<file path="config.mk">
export PLATFORM = sky130hd
export DESIGN_NAME = sdf_stage_ctrl
export DESIGN_NICKNAME = d
export VERILOG_FILES = /design/src/rtl/fft_pkg.sv /design/src/rtl/sdf_stage_ctrl.sv
export SDC_FILE = /design/constraint.sdc
export NUM_CORES = 1
export LEC_CHECK = 0
export ABC_AREA = 0
export CAP_MARGIN = 5
export CORE_MARGIN = 2
export CORE_UTILIZATION = 45
export DETAILED_ROUTE_END_ITERATION = 12
export GPL_TIMING_DRIVEN = 1
export HOLD_SLACK_MARGIN = 0.06
export PLACE_DENSITY = 0.68
export SLEW_MARGIN = 10
export SYNTH_ARGS = -nofsm -noshare
export SYNTH_HDL_FRONTEND = slang
export SYNTH_SLANG_ARGS = --single-unit
</file>
<file path="constraint.sdc">
create_clock -name clk -period 2 [get_ports clk]
set_input_delay 0.2 -clock clk [delete_from_list [all_inputs] [get_ports clk]]
set_output_delay 0.2 -clock clk [all_outputs]
set_load 0.1 [all_outputs]
</file>
<file path="src/rtl/fft_pkg.sv">
// Constants and state encoding shared by every SDF stage controller of the
// 32-point FFT pipeline.
package fft_pkg;

  localparam int FFT_N     = 32;
  localparam int FFT_LOG2N = 5;
  localparam int TW_W      = FFT_LOG2N - 1;

  typedef enum logic [1:0] {
    IDLE  = 2'd0,
    RUN   = 2'd1,
    DRAIN = 2'd2
  } stage_state_e;

endpackage

</file>
<file path="src/rtl/sdf_stage_ctrl.sv">
// Sequencer for one radix-2 SDF butterfly stage: drives delay-line shift,
// butterfly/pass select, twiddle index and output valid/start-of-frame.
module sdf_stage_ctrl
  import fft_pkg::*;
#(
  parameter int N = FFT_N,
  parameter int L = 2
) (
  input  logic                   clk,
  input  logic                   rst,
  input  logic                   valid_i,
  output logic                   ready_o,
  output logic                   shift_en,
  output logic                   sel,
  output logic [$clog2(N)-2:0]   tw_idx,
  output logic [1:0]             state,
  output logic                   valid_o,
  output logic                   sop_o
);

  localparam int CW     = $clog2(N);
  localparam int LOG2L  = $clog2(L);
  localparam int DW     = (LOG2L > 0) ? LOG2L : 1;
  localparam int PW     = LOG2L + 1;
  localparam int STRIDE = N / (2 * L);

  generate
    if (L < 1 || (L & (L - 1)) != 0 || L > N / 2 || (N & (N - 1)) != 0) begin : g_bad_param
      $error("sdf_stage_ctrl: L must be a power of two with 1 <= L <= N/2");
    end
  endgenerate

  stage_state_e    state_q, state_d, cur_st;
  logic [CW-1:0]   cnt_q, cnt_d;
  logic [DW-1:0]   dcnt_q, dcnt_d;
  logic [PW-1:0]   pcnt_q, pcnt_d;
  logic [CW-1:0]   ocnt_q, ocnt_d;
  logic            valid_q, valid_d;
  logic            sop_q, sop_d;
  logic            accept, primed;
  logic [CW-1:0]   m, m_mod, tw_prod;

  always_ff @(posedge clk or negedge rst) begin
    if (!rst) begin
      state_q <= IDLE;
      cnt_q   <= '0;
      dcnt_q  <= '0;
      pcnt_q  <= '0;
      ocnt_q  <= '0;
      valid_q <= 1'b0;
      sop_q   <= 1'b0;
    end else begin
      state_q <= state_d;
      cnt_q   <= cnt_d;
      dcnt_q  <= dcnt_d;
      pcnt_q  <= pcnt_d;
      ocnt_q  <= ocnt_d;
      valid_q <= valid_d;
      sop_q   <= sop_d;
    end
  end

  // Handshake: a sample transfers on a rising clk edge when valid_i && ready_o.
  // A frame boundary (cnt==0) with valid_i low is already the first drain
  // cycle, so ready_o drops combinationally there; it is never low while
  // valid_i is high outside DRAIN.
  always_comb begin
    cur_st = state_q;
    if (state_q == RUN && cnt_q == '0 && !valid_i) cur_st = DRAIN;
    ready_o  = (cur_st != DRAIN);
    accept   = valid_i && ready_o && rst;
    shift_en = (cur_st == DRAIN) ? 1'b1 : accept;
    m        = (cur_st == DRAIN) ? CW'(dcnt_q) : cnt_q;
    sel      = (cur_st == DRAIN) ? 1'b0 : m[LOG2L];
    m_mod    = m & CW'(L - 1);
    tw_prod  = m_mod * CW'(STRIDE);
    tw_idx   = sel ? '0 : tw_prod[CW-2:0];
    state    = cur_st;
    primed   = (pcnt_q == PW'(L));
    valid_o  = valid_q;
    sop_o    = sop_q;
  end

  always_comb begin
    state_d = state_q;
    cnt_d   = cnt_q;
    dcnt_d  = dcnt_q;
    pcnt_d  = pcnt_q;
    ocnt_d  = ocnt_q;
    valid_d = shift_en && primed;
    sop_d   = valid_d && (ocnt_q == '0);
    if (valid_d) ocnt_d = ocnt_q + 1'b1;
    if (shift_en && !primed) pcnt_d = pcnt_q + 1'b1;
    unique case (cur_st)
      IDLE: begin
        if (accept) begin
          state_d = RUN;
          cnt_d   = cnt_q + 1'b1;
        end
      end
      RUN: begin
        if (accept) cnt_d = cnt_q + 1'b1;
      end
      DRAIN: begin
        if (dcnt_q == DW'(L - 1)) begin
          state_d = IDLE;
          dcnt_d  = '0;
          pcnt_d  = '0;
        end else begin
          state_d = DRAIN;
          dcnt_d  = dcnt_q + 1'b1;
        end
      end
      default: state_d = IDLE;
    endcase
  end

endmodule

</file>
# [Word level (Yosys, flattened, before mapping)]
# Index checks and enable logic that the tools add are counted.
[totals] output_inout_bits=11 word_cells=45 reg_bits=17
[classes] mux=12 bitwise_logic=1 n_eq_ne=6 reduce_logical=15 add_sub_neg=4
[op_table] op="$mux W2" count=7
[op_table] op="$add A5 B1 Y5 const B" count=2
[op_table] op="$logic_not A5 Y1" count=2
[op_table] op="$logic_and A1 B1 Y1" count=7
[op_table] op="$pmux W2 S3" count=1
[op_table] op="$eq A2 B1 Y1 const B" count=2
[op_table] op="$eq A2 B2 Y1 const B" count=2
[op_table] op="$mux W4" count=1
[op_table] op="$ne A2 B2 Y1 const B" count=2
[op_table] op="$reduce_and A2 Y1" count=2
[op_table] op="$mux W1" count=3
[op_table] op="$add A2 B1 Y2 const B" count=1
[op_table] op="$logic_not A1 Y1" count=2
[op_table] op="$logic_not A2 Y1" count=1
[op_table] op="$reduce_or A2 Y1" count=1
[op_table] op="$add A1 B1 Y1 const B" count=1
[op_table] op="$not A1 Y1" count=1

# [Logic depth before layout (Yosys ltp)]
# Gate-level depths: netlist of run 1.
[logic_depth] depth_word=12 depth_mapped=7 ltp_nobuf=7

# [Least setup slack after synthesis of run 1]
# No wires, ideal clock.
[synth_path] path_kind="register to output" from="register cnt_q[0]" to="output tw_idx[3]" path_buffers=0 path_stages_with_launch=6 arrival_ps=3300 setup_slack_ps=-1500 cell_sequence="dfrtp_1 inv_1 ha_1 and4bb_1 a21o_4 o31ai_1"
[synth_via] elab_chain_cells=8
[synth_lines] item="start, declared" line="sdf_stage_ctrl.sv:34" text="logic [CW-1:0] cnt_q, cnt_d;"
[synth_lines] item="start signal, assigned" line="sdf_stage_ctrl.sv:54" text="cnt_q <= cnt_d;"
[synth_lines] item="$logic_not A5 Y1" line="sdf_stage_ctrl.sv:69" text="if (state_q == RUN && cnt_q == '0 && !valid_i) cur_st = DRAIN;"
[synth_lines] item="$logic_and A1 B1 Y1 (2 in series)" line="sdf_stage_ctrl.sv:69"
[synth_lines] item="$mux W2" line="sdf_stage_ctrl.sv:69"
[synth_lines] item="$eq A2 B2 Y1" line="sdf_stage_ctrl.sv:73, sdf_stage_ctrl.sv:74"
[synth_lines] item="$mux W2" line="sdf_stage_ctrl.sv:73" text="m = (cur_st == DRAIN) ? CW'(dcnt_q) : cnt_q;"
[synth_lines] item="$mux W1" line="sdf_stage_ctrl.sv:74" text="sel = (cur_st == DRAIN) ? 1'b0 : m[LOG2L];"
[synth_lines] item="$mux W4 (*)" line="sdf_stage_ctrl.sv:77" text="tw_idx = sel ? '0 : tw_prod[CW-2:0];"
[synth_lines] item="end, declared" line="sdf_stage_ctrl.sv:15" text="output logic [$clog2(N)-2:0] tw_idx,"
# Mark *: on every way between the ends. The rest lies on a longest branch, timed or not.

# [Final worst setup path of run 1]
[layout_path] from="register cnt_q[1]" to="output tw_idx[3]"
# The elaborated chain is that of the path after synthesis.

==> results of run 1 <==
## cells in the final DEF (no fill, tap or decap), types with 3 or more instances in the layout
master	netlist	routed
xnor2_1	6	6
conb_1	1	3
buf_12	0	6
xor2_1	3	3
nand4_1	4	4
a21oi_1	6	5
ha_1	5	4
nand2_1	6	5
clkbuf_4	0	3
buf_4	3	9
inv_1	8	6
nor2_1	5	4
dfrtp_1	17	17
## path summary, 6_finish.rpt
check | startpoint | to | slack [ns] | cells after the start
max in group asynchronous | rst | pcnt_q[1]$_DFF_PN0_ | 1.52 | 2
min in group clk | ocnt_q[4]$_DFFE_PN0P_ | ocnt_q[4]$_DFFE_PN0P_ | 0.47 | 1
setup reg to reg | cnt_q[1]$_DFFE_PN0P_ | pcnt_q[0]$_DFF_PN0_ | 0.26 | 7
setup / recovery | cnt_q[1]$_DFFE_PN0P_ | tw_idx[3] | 0.03 | 6
hold / removal | rst | cnt_q[3]$_DFFE_PN0P_ | 0.29 | 2
hold reg to reg | ocnt_q[4]$_DFFE_PN0P_ | ocnt_q[4]$_DFFE_PN0P_ | 0.47 | 1
## per-layer routing
layer / vias to the layer above / share of wire, % / track usage (%)
li1: 323 / - / -
met3: 7 / 4.1 / 2.147
met1: 327 / 46 / 23.69
met5: - / 0 / 0
met4: 0 / 2.9 / 7.619
met2: 22 / 47 / 27.25
## worst max-delay path, cell delays in order (launching register included)
cell      delay, ns
dfrtp_1        0.38
inv_2          0.06
ha_4           0.16
and4bb_1       0.21
a21o_4         0.24
o31ai_4        0.22
buf_12         0.21
## state kept, by name (all words and copies together), names as in the netlist
signal,flops
dcnt_q,1
sop_o,1
pcnt_q,2
valid_o,1
cnt_q,5
ocnt_q,5
state_q,2
## area by class of cell
class | count | area [sq um]
clock buffers | 3 | 22.52
clock inverters | 1 | 7.507
fillers | 170 | 719.4
inverters | 9 | 41.29
multi-input cells | 57 | 473.0
flip-flops and latches | 17 | 425.4
well taps | 27 | 33.78
repair buffers | 18 | 219.0
## power by group through the flow
stage	registers, mW	logic [mW]	clock network [mW]
after floorplan	0.642	0.814	0
after global placement	0.639	1.13	0
after detailed placement	0.643	1.15	0
after CTS	0.629	1.27	0.204
after global routing	0.658	1.40	0.217
final	0.633	1.29	0.196
## Yosys cell counts
master and count:
inv_8 1, buf_4 3, nor2_1 5, a221oi_2 1
inv_1 8, o21ai_0 2, a21oi_1 6, and2_2 1
xnor2_1 6, a21o_1 1, and3b_2 1, o311ai_0 1
nand2_1 6, mux2_4 1, xor2_1 3, a22oi_1 1
nor4b_1 1, o31ai_1 1, ha_1 5, a21oi_4 1
a21oi_2 1, and4b_1 1, and4bb_1 1, nor2b_1 1
nand4_1 4, conb_1 1, dfrtp_1 17, nor3_1 1
a21o_4 1, and4bb_2 1
## what timing repair did
action	in CTS	in global routing
endpoints found under the hold margin	0	0
setup buffers	5	2
pin swaps	3	2
setup endpoints to repair	4	2
hold buffers	0	0
gates resized for setup	5	1
## through the flow
step	area, sq um	hold WS [ns]	power (mW)	setup TNS [ns]	setup WS [ns]
final	1222	0.2943	2.124	0	0.02852
after detailed placement	1119	0.4594	1.798	0	0.1077
after global routing	1222	0.3004	2.272	-0.06548	-0.03565
after floorplan	944.7	-0.09559	1.456	-0.2646	-0.1520
after global placement	1119	0.4589	1.767	0	0.1616
after CTS	1204	0.2947	2.103	-0.04184	-0.04184
## kinds of logic after synthesis
| kind of cell | after synthesis | share of synthesized area [%] |
|---|---|---|
| AO/OA/AOI/OAI | 16 | 13.82 |
| AND/OR/NAND/NOR | 23 | 15.18 |
| adder cells (fa/ha/maj) | 5 | 6.840 |
| buffers and inverters | 12 | 6.977 |
| flip-flops | 17 | 46.51 |
| multiplexers | 1 | 1.641 |
| other | 1 | 0.4100 |
| XOR/XNOR | 9 | 8.619 |
==> out/metrics.yaml, run 1 <==
area_delta_synth_final_pct: 33.65
path_max_fanout: 3
synth_seq_cells: 17
status: "completed"
cts.sinks: 17
period_share_pct: 98.57
cp.required_ns: 1.80
post_drt_wl_per_cell_um: 13.58
die_width_um: 49.09
pwr_density_cell_mw_per_mm2: 1737
hpwl_um: 1228
fmax_ghz: 0.5072
drc: 0
numCtsBuffers: 3
nNetsFinal: 114
crit_type: "reg2out"
grtUsageTotal_pct: 17.24
final_hold_viol_count: 0
path_clk_slew_ns: 0.11
cts_tree: "yes"
drive_gt1_share_pct: 34.29
overflow: 0
antenna_left: 0
p_comb_share_pct: 61.0
numPortBuffers: 10
vias_per_cell: 5.144
post-route-min-period_ns: 1.971
io_pins: 14
setup_violations: 0
synth_area_sq_um: 914.6
htreeDepth: 1
power.switching_mw: 1.025
firstDrtPassIters: 4
drv_slew: 0
antenna_found_initial: 0
synthCells: 84
synth_top_cell_by_area: "dfrtp_1"
ys_types: 30
fin_cells: 132
diodes: 0
cts.path.max_buffers: 2
final_util_pct: 62.95
drtIter0Drc: 17
clock_skew_ns: 0.003556
avgSynthCellArea_sq_um: 10.89
dieArea_sq_mm: 0.002409
holdCritPathClass: "in2async"
netlist.area_leader.share_pct: 46.51
p_clk_share_pct: 9.2
p_leak_nw: 0.5644
pwr-share-seq_pct: 29.8
dp_cells: 121
grt_pass1_wl_um: 3208
maxCapViolations: 0
vias: 679
grt_max_degree: 19
ys_seq_area_share_pct: 46.51
grt_pass1_vias: 706
arrival_ns: 1.77
gp_congestion: 0.7689
grt_setup_unrepaired: "yes"
insertion_delay_ns: 0.30
synth.area.top_cells: "dfrtp_1, ha_1, xnor2_1, a21oi_1, inv_1"
setup.worst_path.end_class: "output pin"
startpoint_type: "flop"
ir_drop_uv: 977.6
power.share.switching_pct: 48.27
p_int_mw: 1.099
root_buffer: "clkbuf_4"
drt-total-wl_um: 1793
core_area_sq_mm: 0.001942
yosys_warnings: 0
initial_core_util_pct: 47.10
die_y_um: 49.09
placementRows: 16
(Power assumes the default switching activity.)
==> run 2: changes to the inputs <==
- CELL_PAD_IN_SITES_DETAIL_PLACEMENT: not set -> 1
- CELL_PAD_IN_SITES_GLOBAL_PLACEMENT: not set -> 1
- CORE_MARGIN: 2 -> not set
- CORE_UTILIZATION: 45 -> 40
- PLACE_DENSITY: 0.68 -> not set
- PLACE_DENSITY_LB_ADDON: not set -> 0.1
==> run 2 against run 1 <==
  * Global-route usage increased by 3.3 points
  * Power increased by 5.0%
  * Sequential power increased by 3.8%
  * Register-to-register slack got worse by 0.21 ns
  * Core utilization decreased by 0.087 points
  * Critical path depth increased by 2
  * Sequential share of layout area decreased by 2.0 points
  * Sequential cell count unchanged
  * Via count increased by 6.9%
  * Setup slack got worse by 0.0023 ns
  * Final cell count increased by 5.3%
  * Non-clock buffer count increased by 7
  * Largest power group unchanged
==> out/metrics.yaml, run 2 (synthesis results as in run 1) <==
status: "completed"
grtUsageTotal_pct: 20.50
hold_slack_ns: 0.2394
drive_gt1_share_pct: 39.29
cts.path.max_buffers: 2
htreeDepth: 1
grtUsageMet1_pct: 27.93
drt-total-wl_um: 2523
finalPower_mw: 2.231
period_share_pct: 98.69
nNetsFinal: 121
drc: 0
overflow: 0
dpl_cell_area_sq_mm: 0.001141
fin_area_sq_mm: 0.001296
io_pins: 14
firstDrtPassIters: 4
numPortBuffers: 10
reg2reg_depth: 9
p_leak_nw: 0.6034
final_util_pct: 62.86
crit_type: "reg2out"
dp_cells: 124
drv_slew: 0
top_regs: "cnt_q x5, ocnt_q x5"
drtIter0Drc: 7
final_hold_viol_count: 0
path_clk_slew_ns: 0.10
cpPeakStageDelay_ns: 0.39
power.share.switching_pct: 49.39
busiest_layer: "met2"
r2r-end: "ocnt_q[1]$_DFFE_PN0P_"
postCtsHoldBufs: 0
cts.sinks: 17
path_cells: "inv_2 > ha_4 > and4bb_1 > a21o_4 > buf_12 > clkinv_8 > nand2_4 > buf_12"
slowest_stage: "dfrtp_1"
worst_r2r_startpoint: "cnt_q[0]$_DFFE_PN0P_"
path_delay_family: "buffers and inverters"
diodes: 0
placementRows: 16
final_cell_mix: "dfrtp_1, buf_4, buf_12"
grt_pass1_vias: 778
grtUsageMet2_pct: 32.43
r2r_slack_ns: 0.05
core_area_sq_mm: 0.002062
vias: 726
setup_violations: 0
maxCapViolations: 0
gp_congestion: 0.7778
p_clk_share_pct: 8.5
post-route-min-period_ns: 1.974
pwr-share-seq_pct: 29.5
setup.worst_path.end_class: "output pin"
use_met3_pct: 5.864
die_y_um: 49.82
startpoint_type: "flop"
hpwl_um: 1517
arrival_ns: 1.77
crit_start: "cnt_q[0]$_DFFE_PN0P_"
cp_num_buf_inv: 4
grt_max_degree: 14
numCtsBuffers: 3
slew_headroom_pct: 65.07
crit_end: "shift_en"
pwr_density_cell_mw_per_mm2: 1721
final_common_cell: "dfrtp_1"
tightest_slew_ns: 0.5174
die_width_um: 49.82
power.switching_mw: 1.102
ir_drop_uv: 1212
grt_pass1_wl_um: 3829
vias_per_cell: 5.223
clock_skew_ns: 0.006227
crit_top_cell: "buf_12"
antenna_left: 0
p_comb_share_pct: 62.0
cp.required_ns: 1.80
fmax_ghz: 0.5066
fin_cells: 139
cts_tree: "yes"
antenna_found_initial: 0
path_max_fanout: 7
worstSetupPathDepth: 8
post_drt_wl_per_cell_um: 18.15
area_delta_synth_final_pct: 41.72
p_int_mw: 1.129
holdCritPathClass: "in2async"
initial_core_util_pct: 44.36
root_buffer: "clkbuf_4"
dieArea_sq_mm: 0.002482
insertion_delay_ns: 0.30
run 2: how the worst min path moves through the flow:
stage | start | to | slack, ns | depth (start not counted)
finish | rst | state_q[1]$_DFFE_PN0P_ | 0.24 | 2
global route | rst | state_q[1]$_DFFE_PN0P_ | 0.24 | 2
CTS | rst | state_q[1]$_DFFE_PN0P_ | 0.25 | 2
detailed placement | ocnt_q[4]$_DFFE_PN0P_ | ocnt_q[4]$_DFFE_PN0P_ | 0.46 | 1
global placement | pcnt_q[0]$_DFF_PN0_ | pcnt_q[0]$_DFF_PN0_ | 0.46 | 1
floorplan | rst | cnt_q[0]$_DFFE_PN0P_ | -0.1 | 0
run 2: power groups by stage:
stage / Clock [mW] / Sequential (mW) / Combinational, mW
floorplan: 0 / 0.642 / 0.814
global placement: 0 / 0.646 / 1.14
detailed placement: 0 / 0.651 / 1.17
CTS: 0.194 / 0.636 / 1.27
global route: 0.210 / 0.675 / 1.47
finish: 0.190 / 0.657 / 1.38
run 2: final cells by class:
type | count | area, sq um
Timing Repair Buffer | 25 | 280.3
Clock inverter | 1 | 5.005
Sequential cell | 17 | 425.4
Clock buffer | 3 | 22.52
Fill cell | 221 | 765.7
Inverter | 9 | 46.29
Tap cell | 27 | 33.78
Multi-Input combinational cell | 57 | 483.0
run 2: per-stage QoR:
stage	setup WS (ns)	setup TNS, ns
floorplan	-0.1520	-0.2646
global placement	0.1365	0
detailed placement	0.1624	0
CTS	-0.008175	-0.008175
global route	-0.05739	-0.1874
finish	0.02620	0
run 2: repair_timing:
item                       4_1_cts  5_1_grt
setup endpoints to repair        4        4
resized for setup                4        4
buffers inserted                 4        7
pin swaps                        2        2
run 2: routing by layer:
layer	wire length (um)	up-vias
met5	0	-
met4	25	0
met3	85	5
met2	1313	17
met1	1098	364
li1	-	340
